`config.mk`:
```
export PLATFORM = sky130hd
export DESIGN_NAME = riscv_multicycle_controller_flat
export DESIGN_NICKNAME = d
export VERILOG_FILES = /design/src/rtl/riscv_multicycle_controller_if.sv /design/src/rtl/riscv_multicycle_controller.sv /design/src/flat_wrapper.sv
export SDC_FILE = /design/constraint.sdc
export NUM_CORES = 1
export LEC_CHECK = 0
export ABC_AREA = 1
export BUFFER_PORTS_ARGS = -buffer_cell sky130_fd_sc_hd__buf_2
export CAP_MARGIN = 10
export CORE_MARGIN = 5
export CORE_UTILIZATION = 35
export DETAILED_ROUTE_END_ITERATION = 10
export GPL_TIMING_DRIVEN = 1
export PLACE_DENSITY = 0.56
export SKIP_LAST_GASP = 1
export SYNTH_ARGS = -nofsm -noshare
export SYNTH_HDL_FRONTEND = slang
export SYNTH_SLANG_ARGS = --single-unit
```
`constraint.sdc`:
```
create_clock -name clk -period 3.2 [get_ports clk]
set_input_delay 0 -clock clk [delete_from_list [all_inputs] [get_ports clk]]
set_output_delay 0 -clock clk [all_outputs]
set_load 0.01 [all_outputs]
```
`src/rtl/riscv_multicycle_controller_if.sv`:
```
// Control bundle between the multi-cycle RISC-V controller and its datapath.
// The master side is the datapath, which supplies the instruction fields and flags. The slave side is the controller.
interface riscv_multicycle_controller_if #(
  parameter int STATE_W = 4
);
  logic [6:0]         op;
  logic [2:0]         funct3;
  logic               funct7b5;
  logic               Zero;
  logic               SF;
  logic               PCWrite;
  logic               AdrSrc;
  logic               MemWrite;
  logic               IRWrite;
  logic               RegWrite;
  logic [1:0]         ResultSrc;
  logic [1:0]         ALUSrcA;
  logic [1:0]         ALUSrcB;
  logic [1:0]         ImmSrc;
  logic [2:0]         ALUControl;
  logic [STATE_W-1:0] state;

  modport master (
    output op, funct3, funct7b5, Zero, SF,
    input  PCWrite, AdrSrc, MemWrite, IRWrite, RegWrite,
    input  ResultSrc, ALUSrcA, ALUSrcB, ImmSrc, ALUControl, state
  );

  modport slave (
    input  op, funct3, funct7b5, Zero, SF,
    output PCWrite, AdrSrc, MemWrite, IRWrite, RegWrite,
    output ResultSrc, ALUSrcA, ALUSrcB, ImmSrc, ALUControl, state
  );
endinterface

```
`src/rtl/riscv_multicycle_controller.sv`:
```
// Multi-cycle RISC-V main FSM and ALU decoder. Defining BRANCH_UNSIGNED_EN
// enables bltu/bgeu. When it is undefined, those branches are never taken.
module riscv_multicycle_controller #(
  parameter int STATE_W = 4
) (
  input  logic                          clk,
  input  logic                          reset_n,
  riscv_multicycle_controller_if.slave  bus
);
  typedef enum logic [3:0] {
    FETCH    = 4'd0,
    DECODE   = 4'd1,
    MEMADR   = 4'd2,
    MEMREAD  = 4'd3,
    MEMWB    = 4'd4,
    MEMWRITE = 4'd5,
    EXECR    = 4'd6,
    EXECI    = 4'd7,
    ALUWB    = 4'd8,
    BRANCH   = 4'd9,
    JAL      = 4'd10
  } state_t;

  localparam logic [6:0] OP_LW  = 7'b0000011;
  localparam logic [6:0] OP_SW  = 7'b0100011;
  localparam logic [6:0] OP_R   = 7'b0110011;
  localparam logic [6:0] OP_I   = 7'b0010011;
  localparam logic [6:0] OP_B   = 7'b1100011;
  localparam logic [6:0] OP_JAL = 7'b1101111;

  localparam logic [1:0] ALUOP_ADD   = 2'b00;
  localparam logic [1:0] ALUOP_SUB   = 2'b01;
  localparam logic [1:0] ALUOP_FUNCT = 2'b10;

  typedef struct packed {
    logic       pc_write;
    logic       adr_src;
    logic       mem_write;
    logic       ir_write;
    logic       reg_write;
    logic       branch;
    logic [1:0] result_src;
    logic [1:0] alu_src_a;
    logic [1:0] alu_src_b;
    logic [1:0] alu_op;
  } ctrl_t;

  state_t state_reg;
  state_t state_next;
  ctrl_t  ctrl_reg;
  logic   taken;
  logic [2:0] alu_control;
  logic [1:0] imm_src;

  // Moore outputs are registered from the next state, so they line up with state_reg.
  function automatic ctrl_t decode_ctrl(input state_t s);
    ctrl_t c;
    c = '0;
    case (s)
      FETCH: begin
        c.ir_write = 1'b1;  c.pc_write   = 1'b1;
        c.alu_src_b = 2'b10; c.result_src = 2'b10; c.alu_op = ALUOP_ADD;
      end
      DECODE:   begin c.alu_src_a = 2'b01; c.alu_src_b = 2'b01; c.alu_op = ALUOP_ADD; end
      MEMADR:   begin c.alu_src_a = 2'b10; c.alu_src_b = 2'b01; c.alu_op = ALUOP_ADD; end
      MEMREAD:  begin c.adr_src = 1'b1; c.result_src = 2'b00; end
      MEMWB:    begin c.result_src = 2'b01; c.reg_write = 1'b1; end
      MEMWRITE: begin c.adr_src = 1'b1; c.result_src = 2'b00; c.mem_write = 1'b1; end
      EXECR:    begin c.alu_src_a = 2'b10; c.alu_src_b = 2'b00; c.alu_op = ALUOP_FUNCT; end
      EXECI:    begin c.alu_src_a = 2'b10; c.alu_src_b = 2'b01; c.alu_op = ALUOP_FUNCT; end
      ALUWB:    begin c.result_src = 2'b00; c.reg_write = 1'b1; end
      BRANCH: begin
        c.alu_src_a = 2'b10; c.alu_src_b = 2'b00; c.alu_op = ALUOP_SUB;
        c.result_src = 2'b00; c.branch = 1'b1;
      end
      JAL: begin
        c.alu_src_a = 2'b01; c.alu_src_b = 2'b10; c.alu_op = ALUOP_ADD;
        c.result_src = 2'b00; c.pc_write = 1'b1;
      end
      default: c = '0;
    endcase
    return c;
  endfunction

  always_comb begin
    state_next = FETCH;
    case (state_reg)
      FETCH: state_next = DECODE;
      DECODE: begin
        case (bus.op)
          OP_LW, OP_SW: state_next = MEMADR;
          OP_R:         state_next = EXECR;
          OP_I:         state_next = EXECI;
          OP_B:         state_next = BRANCH;
          OP_JAL:       state_next = JAL;
          default:      state_next = FETCH;
        endcase
      end
      MEMADR:   state_next = (bus.op == OP_LW) ? MEMREAD : MEMWRITE;
      MEMREAD:  state_next = MEMWB;
      EXECR:    state_next = ALUWB;
      EXECI:    state_next = ALUWB;
      JAL:      state_next = ALUWB;
      default:  state_next = FETCH;
    endcase
  end

  always_ff @(posedge clk) begin
    if (!reset_n) begin
      state_reg <= FETCH;
      ctrl_reg  <= decode_ctrl(FETCH);
    end else begin
      state_reg <= state_next;
      ctrl_reg  <= decode_ctrl(state_next);
    end
  end

  always_comb begin
    taken = 1'b0;
    case (bus.funct3)
      3'b000: taken = bus.Zero;
      3'b001: taken = ~bus.Zero;
`ifdef BRANCH_UNSIGNED_EN
      3'b110: taken = bus.SF;
      3'b111: taken = ~bus.SF;
`endif
      default: taken = 1'b0;
    endcase
  end

`ifndef BRANCH_UNSIGNED_EN
  logic unused_sf;
  assign unused_sf = bus.SF;
`endif

  always_comb begin
    alu_control = 3'b000;
    case (ctrl_reg.alu_op)
      ALUOP_SUB: alu_control = 3'b001;
      ALUOP_FUNCT: begin
        case (bus.funct3)
          3'b000:  alu_control = (bus.op == OP_R && bus.funct7b5) ? 3'b001 : 3'b000;
          3'b001:  alu_control = 3'b110;
          3'b010:  alu_control = 3'b101;
          3'b011:  alu_control = 3'b101;
          3'b100:  alu_control = 3'b100;
          3'b101:  alu_control = 3'b111;
          3'b110:  alu_control = 3'b011;
          default: alu_control = 3'b010;
        endcase
      end
      default: alu_control = 3'b000;
    endcase
  end

  always_comb begin
    imm_src = 2'b00;
    case (bus.op)
      OP_SW:   imm_src = 2'b01;
      OP_B:    imm_src = 2'b10;
      OP_JAL:  imm_src = 2'b11;
      default: imm_src = 2'b00;
    endcase
  end

  // Write enables are gated by reset_n directly, so an asserted reset suppresses writes in the same cycle.
  assign bus.PCWrite    = reset_n & (ctrl_reg.pc_write | (ctrl_reg.branch & taken));
  assign bus.MemWrite   = reset_n & ctrl_reg.mem_write;
  assign bus.IRWrite    = reset_n & ctrl_reg.ir_write;
  assign bus.RegWrite   = reset_n & ctrl_reg.reg_write;
  assign bus.AdrSrc     = ctrl_reg.adr_src;
  assign bus.ResultSrc  = ctrl_reg.result_src;
  assign bus.ALUSrcA    = ctrl_reg.alu_src_a;
  assign bus.ALUSrcB    = ctrl_reg.alu_src_b;
  assign bus.ImmSrc     = imm_src;
  assign bus.ALUControl = alu_control;
  assign bus.state      = STATE_W'(state_reg);
endmodule

```
`src/flat_wrapper.sv`:
```
// flat-port wrapper written by rule: the top's interface ports become plain ports
module riscv_multicycle_controller_flat 
#(
  parameter int STATE_W = 4
)
  (clk, reset_n, bus_op, bus_funct3, bus_funct7b5, bus_Zero, bus_SF, bus_PCWrite, bus_AdrSrc, bus_MemWrite, bus_IRWrite, bus_RegWrite, bus_ResultSrc, bus_ALUSrcA, bus_ALUSrcB, bus_ImmSrc, bus_ALUControl, bus_state);
  riscv_multicycle_controller_if #(.STATE_W(STATE_W)) bus_i ();
  input  logic clk;
  input  logic reset_n;
  input wire logic [$bits(bus_i.op)-1:0] bus_op;
  input wire logic [$bits(bus_i.funct3)-1:0] bus_funct3;
  input wire logic [$bits(bus_i.funct7b5)-1:0] bus_funct7b5;
  input wire logic [$bits(bus_i.Zero)-1:0] bus_Zero;
  input wire logic [$bits(bus_i.SF)-1:0] bus_SF;
  output wire logic [$bits(bus_i.PCWrite)-1:0] bus_PCWrite;
  output wire logic [$bits(bus_i.AdrSrc)-1:0] bus_AdrSrc;
  output wire logic [$bits(bus_i.MemWrite)-1:0] bus_MemWrite;
  output wire logic [$bits(bus_i.IRWrite)-1:0] bus_IRWrite;
  output wire logic [$bits(bus_i.RegWrite)-1:0] bus_RegWrite;
  output wire logic [$bits(bus_i.ResultSrc)-1:0] bus_ResultSrc;
  output wire logic [$bits(bus_i.ALUSrcA)-1:0] bus_ALUSrcA;
  output wire logic [$bits(bus_i.ALUSrcB)-1:0] bus_ALUSrcB;
  output wire logic [$bits(bus_i.ImmSrc)-1:0] bus_ImmSrc;
  output wire logic [$bits(bus_i.ALUControl)-1:0] bus_ALUControl;
  output wire logic [$bits(bus_i.state)-1:0] bus_state;
  assign bus_i.op = bus_op;
  assign bus_i.funct3 = bus_funct3;
  assign bus_i.funct7b5 = bus_funct7b5;
  assign bus_i.Zero = bus_Zero;
  assign bus_i.SF = bus_SF;
  assign bus_PCWrite = bus_i.PCWrite;
  assign bus_AdrSrc = bus_i.AdrSrc;
  assign bus_MemWrite = bus_i.MemWrite;
  assign bus_IRWrite = bus_i.IRWrite;
  assign bus_RegWrite = bus_i.RegWrite;
  assign bus_ResultSrc = bus_i.ResultSrc;
  assign bus_ALUSrcA = bus_i.ALUSrcA;
  assign bus_ALUSrcB = bus_i.ALUSrcB;
  assign bus_ImmSrc = bus_i.ImmSrc;
  assign bus_ALUControl = bus_i.ALUControl;
  assign bus_state = bus_i.state;
  riscv_multicycle_controller #(.STATE_W(STATE_W)) u_core (.clk(clk), .reset_n(reset_n), .bus(bus_i));
endmodule
```
Yosys cells after proc, flatten, opt, wreduce, memory -nomap -nowiden:

Cells that the tools add are included.

* eq/ne operators: 30
* bitwise logic cells: 7
* muxes and demuxes: 17
* reductions and logical operators: 13

Operator list (number)
* case mux 4 bit (5 select lines): 3
* equality test 4 x 3 -> 1 bit, second input constant: 6
* case mux 3 bit (6 select lines): 1
* equality test 4 x 2 -> 1 bit, second input constant: 4
* equality test 4 bit, second input constant: 4
* equality test 7 x 6 -> 1 bit, second input constant: 2
* equality test 7 bit, second input constant: 2
* OR reduction 2 bit: 7
* equality test 3 bit, second input constant: 3
* equality test 4 x 1 -> 1 bit, second input constant: 2
* zero test 4 bit: 2
* case mux 2 bit (2 select lines): 2
* equality test 7 x 2 -> 1 bit, second input constant: 1
* equality test 7 x 5 -> 1 bit, second input constant: 1
* two-way mux 1 bit: 7
* equality test 3 x 2 -> 1 bit, second input constant: 2
* case mux 2 bit (3 select lines): 1
* case mux 3 bit (2 select lines): 1
* AND 1 bit: 5
* OR reduction 4 bit: 1
* equality test 3 x 1 -> 1 bit, second input constant: 1
* zero test 3 bit: 1
* two-way mux 3 bit: 1
* OR reduction 3 bit: 1
* other kinds (6): 6

* logic and storage cells: 78
* bits of input ports: 15
* output and inout port bits: 20
* register bits after elaboration: 18

Longest topological paths before layout:

* word-level depth: 7
* depth in mapped cells: 11

Worst setup path before layout:

OpenSTA, ideal clock, no wires.

* path kind: flip-flop to flip-flop
* start: register u_core.state_reg[0] (netlist: u_core.bus.state[0])
* end: register u_core.ctrl_reg (netlist bit u_core.bus.ALUSrcB[0])
* stages on the path, launching flop included: 11
* path buffers: 1
* arrival: 1246 ps
* setup time: 109 ps
* slack: 1845 ps
* cells stage by stage: dfxtp_1 buf_4 nand2_2 nor2_8 nand3_1 nand2_2 nor2_2 nand3_1 nand3_1 nand2_1 inv_1

* longest elaborated chain between the ends: 6
* elaborated cells between the ends (all ways): 19

RTL lines
* from (decl): RTL line riscv_multicycle_controller.sv:48 `state_t state_reg;`
* from (signal assigned): RTL line riscv_multicycle_controller.sv:113 `state_reg <= state_next;`
* equality test 4 x 3 -> 1 bit / equality test 4 bit (equally long branches): RTL line riscv_multicycle_controller.sv:87 `case (state_reg)`
* OR reduction 3 bit (no line)
* case mux 4 bit (5 select lines) *: RTL line riscv_multicycle_controller.sv:87
* equality test 4 bit, or another cell as far along: RTL line riscv_multicycle_controller.sv:59 `case (s)`
* OR reduction 2 bit (no line)
* case mux 4 bit (5 select lines) *: RTL line riscv_multicycle_controller.sv:59
* to (signal assigned): RTL line riscv_multicycle_controller.sv:111 `ctrl_reg <= decode_ctrl(FETCH);`
* to (signal assigned): RTL line riscv_multicycle_controller.sv:114 `ctrl_reg <= decode_ctrl(state_next);`
* to (decl): RTL line riscv_multicycle_controller.sv:50 `ctrl_t ctrl_reg;`

Every way passes the cells marked *; elsewhere a longest branch is shown, timed or not.
A chain may end at the register's enable or synchronous reset.

Worst setup path in the final report:

Ends and elaborated chain as after synthesis.

==> flow_summary.ini <==
[min_path]
hold_path_depth = 3
hp-class = input port to register
worstHoldEndpoint = u_core.bus.state[2]
min_from = bus_op[4]

[grt]
grt_pass1_vias = 945
grt_use_total_pct = 11.07
grt.overflow.total = 0
grt_pass1_wl_mm = 3.822
grt_max_degree = 11
antenna_found_initial = 0

[synth]
synth_seq_area_share_pct = 32.38
syn_area_um2 = 1051
syn_area_per_cell_um2 = 7.199
ys_warn_count = 0
yosysUniqueCellTypes = 27
synth-seq-cells = 17
syn_inst = 146
synth_fp_nets = 163

[run_status]
status = finished, final reports clean

[cells_and_area]
syn_to_final_growth_pct = 17.38
final_core_util_pct = 43.61
drive_above_1_share_pct = 36.93
diodes = 0
largest_reg_flops = 7
layout.nets = 194

[clock_tree]
root_buffer = clkbuf_4
cts_tree = built
cts_resized = 0
cts_max_path_buffers = 2
post-cts-setup-buffers = 0
cts.clk_slew.worst_paths_ns = 0.09
clk_latency_ns = 0.28
cts.sinks = 17
htree_levels = 1
cts_hold_buf = 1
numCtsBuffers = 3

[route]
route.met3.wl_um = 140
remaining_drc_errors = 0
firstDrtPassIters = 4
vias_per_cell = 4.894
routed_wl_mm = 2.162
wire_per_inst_um = 10.44
dr_wl_met2_mm = 1.071
via_count = 1013
highest_layer = met4
drt-met1-wl_um = 939
antenna_left = 0
dr.first_iter.drc_count = 35

[sta]
setup_violations = 0
setup_tns_ns = 0
fmax_mhz = 649.8
period_share_pct = 48.09
slew_viol_final = 0
tightest_slew_ns = 0.3769
skew_ns = 0.005138
slew_headroom_pct = 74.84
hold_ws_ns = 0.06790
final_hold_viol_count = 0
grt_setup_unrepaired = false
layout_min_cycle_time_ns = 1.539

[critical_path]
r2r.worst_path.cells = 9
cp-start-kind = register
crit_type = register to register
arrival_ns = 1.73
worstReg2RegEnd = u_core.bus.ALUSrcB[0]
r2r_start = u_core.bus.state[0]
cp_max_fo = 10
critPathRequiredTime_ns = 3.39
reg2reg_slack_ns = 1.66
endpoint_kind = register

[floorplan]
core_um2 = 2829
start_util_pct = 37.15
die_h_um = 64.80
io_pins = 35
core.rowCount = 19
design.die.area_um2 = 4199
dieWidth_um = 64.80

[place]
port_buffers = 33
hpwl_mm = 1.789
finalWeightedCongestion = 0.7700

[pwr]
p_per_area_nw_per_um2 = 320.6
p_leak_nw = 0.6631
irDropWorstVdd_uv = 272.7
power.total_w = 0.0003956

[run]
drv_cap = 0
where the power goes:
| group | switching, W | internal, W | total (W) | leakage (nW) |
|---|---|---|---|---|
| Combinational | 0.0000406 | 0.0000255 | 0.0000661 | 0.509 |
| Sequential | 0.00000446 | 0.000218 | 0.000222 | 0.139 |
| Clock | 0.0000590 | 0.0000483 | 0.000107 | 0.0150 |
logic make-up (layout without fill, tap and decap cells):
kind of cell | Yosys count | in the layout | synth area share [%]
DFF | 17 | 17 | 32.38
and+or+nand+nor | 79 | 79 | 42.14
buffers and inverters | 34 | 64 | 15.00
adders and majority gates | 2 | 2 | 2.381
AOI/OAI and AO/OA | 14 | 14 | 8.095
critical path: stages, from the launching register on:
cell     delay, ns
dfxtp_1       0.55
nand2_2       0.15
nor2_8        0.17
nand3_1       0.14
nand2_2       0.14
nor2_2        0.07
nand3_1       0.06
nand3_1       0.07
nand2_1       0.06
inv_1         0.03
stage by stage:
step | instances | setup WS, ns | instance area, um^2
3_3_place_gp | 202 | 1.680 | 1197
5_1_grt | 207 | 1.519 | 1234
3_5_place_dp | 202 | 1.652 | 1197
4_1_cts | 207 | 1.652 | 1234
2_1_floorplan | 146 | 1.845 | 1051
6_report | 207 | 1.661 | 1234
cell usage in the layout (no fill, tap or decap), drive strengths merged, types with 2 or more instances in the layout:
cell type	netlist	final
a21oi	7	7
a31oi	2	2
buf	8	33
clkbuf	0	4
dfxtp	17	17
ha	2	2
inv	25	25
nand2	29	29
nand3	20	20
nand4	3	3
nor2	24	24
nor3	2	2
o21ai	3	3
Yosys cell counts:
| cell | number | area [um^2] |
|---|---|---|
| a211oi_1 | 1 | 7.510 |
| a21oi_1 | 7 | 35.03 |
| a22o_1 | 1 | 8.760 |
| a31oi_1 | 1 | 6.260 |
| a31oi_2 | 1 | 12.51 |
| buf_2 | 1 | 5.000 |
| buf_4 | 7 | 52.55 |
| clkinv_1 | 1 | 3.750 |
| dfxtp_1 | 17 | 340.3 |
| ha_1 | 2 | 25.02 |
| inv_1 | 17 | 63.81 |
| inv_2 | 7 | 26.28 |
| inv_4 | 1 | 6.260 |
| nand2_1 | 23 | 86.33 |
| nand2_2 | 6 | 37.54 |
| nand3_1 | 14 | 70.07 |
| nand3_2 | 4 | 40.04 |
| nand3_4 | 2 | 35.03 |
| nand4_1 | 3 | 18.77 |
| nor2_1 | 16 | 60.06 |
| nor2_2 | 4 | 25.02 |
| nor2_4 | 3 | 33.78 |
| nor2_8 | 1 | 20.02 |
| nor3_1 | 2 | 10.01 |
| nor4_1 | 1 | 6.260 |
| o21ai_0 | 2 | 10.01 |
| o21ai_1 | 1 | 5.000 |
worst max path at each step:
| stage | startpoint | endpoint | cells past startpoint |
|---|---|---|---|
| final | u_core.bus.state[0] | u_core.bus.ALUSrcB[0] | 9 |
| after CTS | u_core.bus.state[0] | u_core.bus.ALUSrcB[0] | 9 |
| after global placement | u_core.bus.state[0] | u_core.bus.ALUSrcB[0] | 9 |
| after global routing | u_core.bus.state[0] | u_core.ctrl_reg[13] | 7 |
| after detailed placement | u_core.bus.state[0] | u_core.bus.ALUSrcB[0] | 9 |
| after floorplan | u_core.bus.state[0] | u_core.bus.ALUSrcB[0] | 10 |
final cells by class:
| class | instances | area (um^2) |
|---|---|---|
| well taps | 31 | 38.79 |
| clock buffers | 4 | 26.28 |
| flip-flops and latches | 17 | 340.3 |
| inverters | 26 | 100.1 |
| repair buffers | 34 | 175.2 |
| multi-input cells | 95 | 553.0 |
| fillers | 293 | 1595 |
layer usage:
metal,up-vias,global-route usage (%)
li1,522,-
met1,465,12.29
met2,24,20.69
met3,2,3.800
met4,0,1.583
met5,-,0
Power figures use the tool's default switching activity.
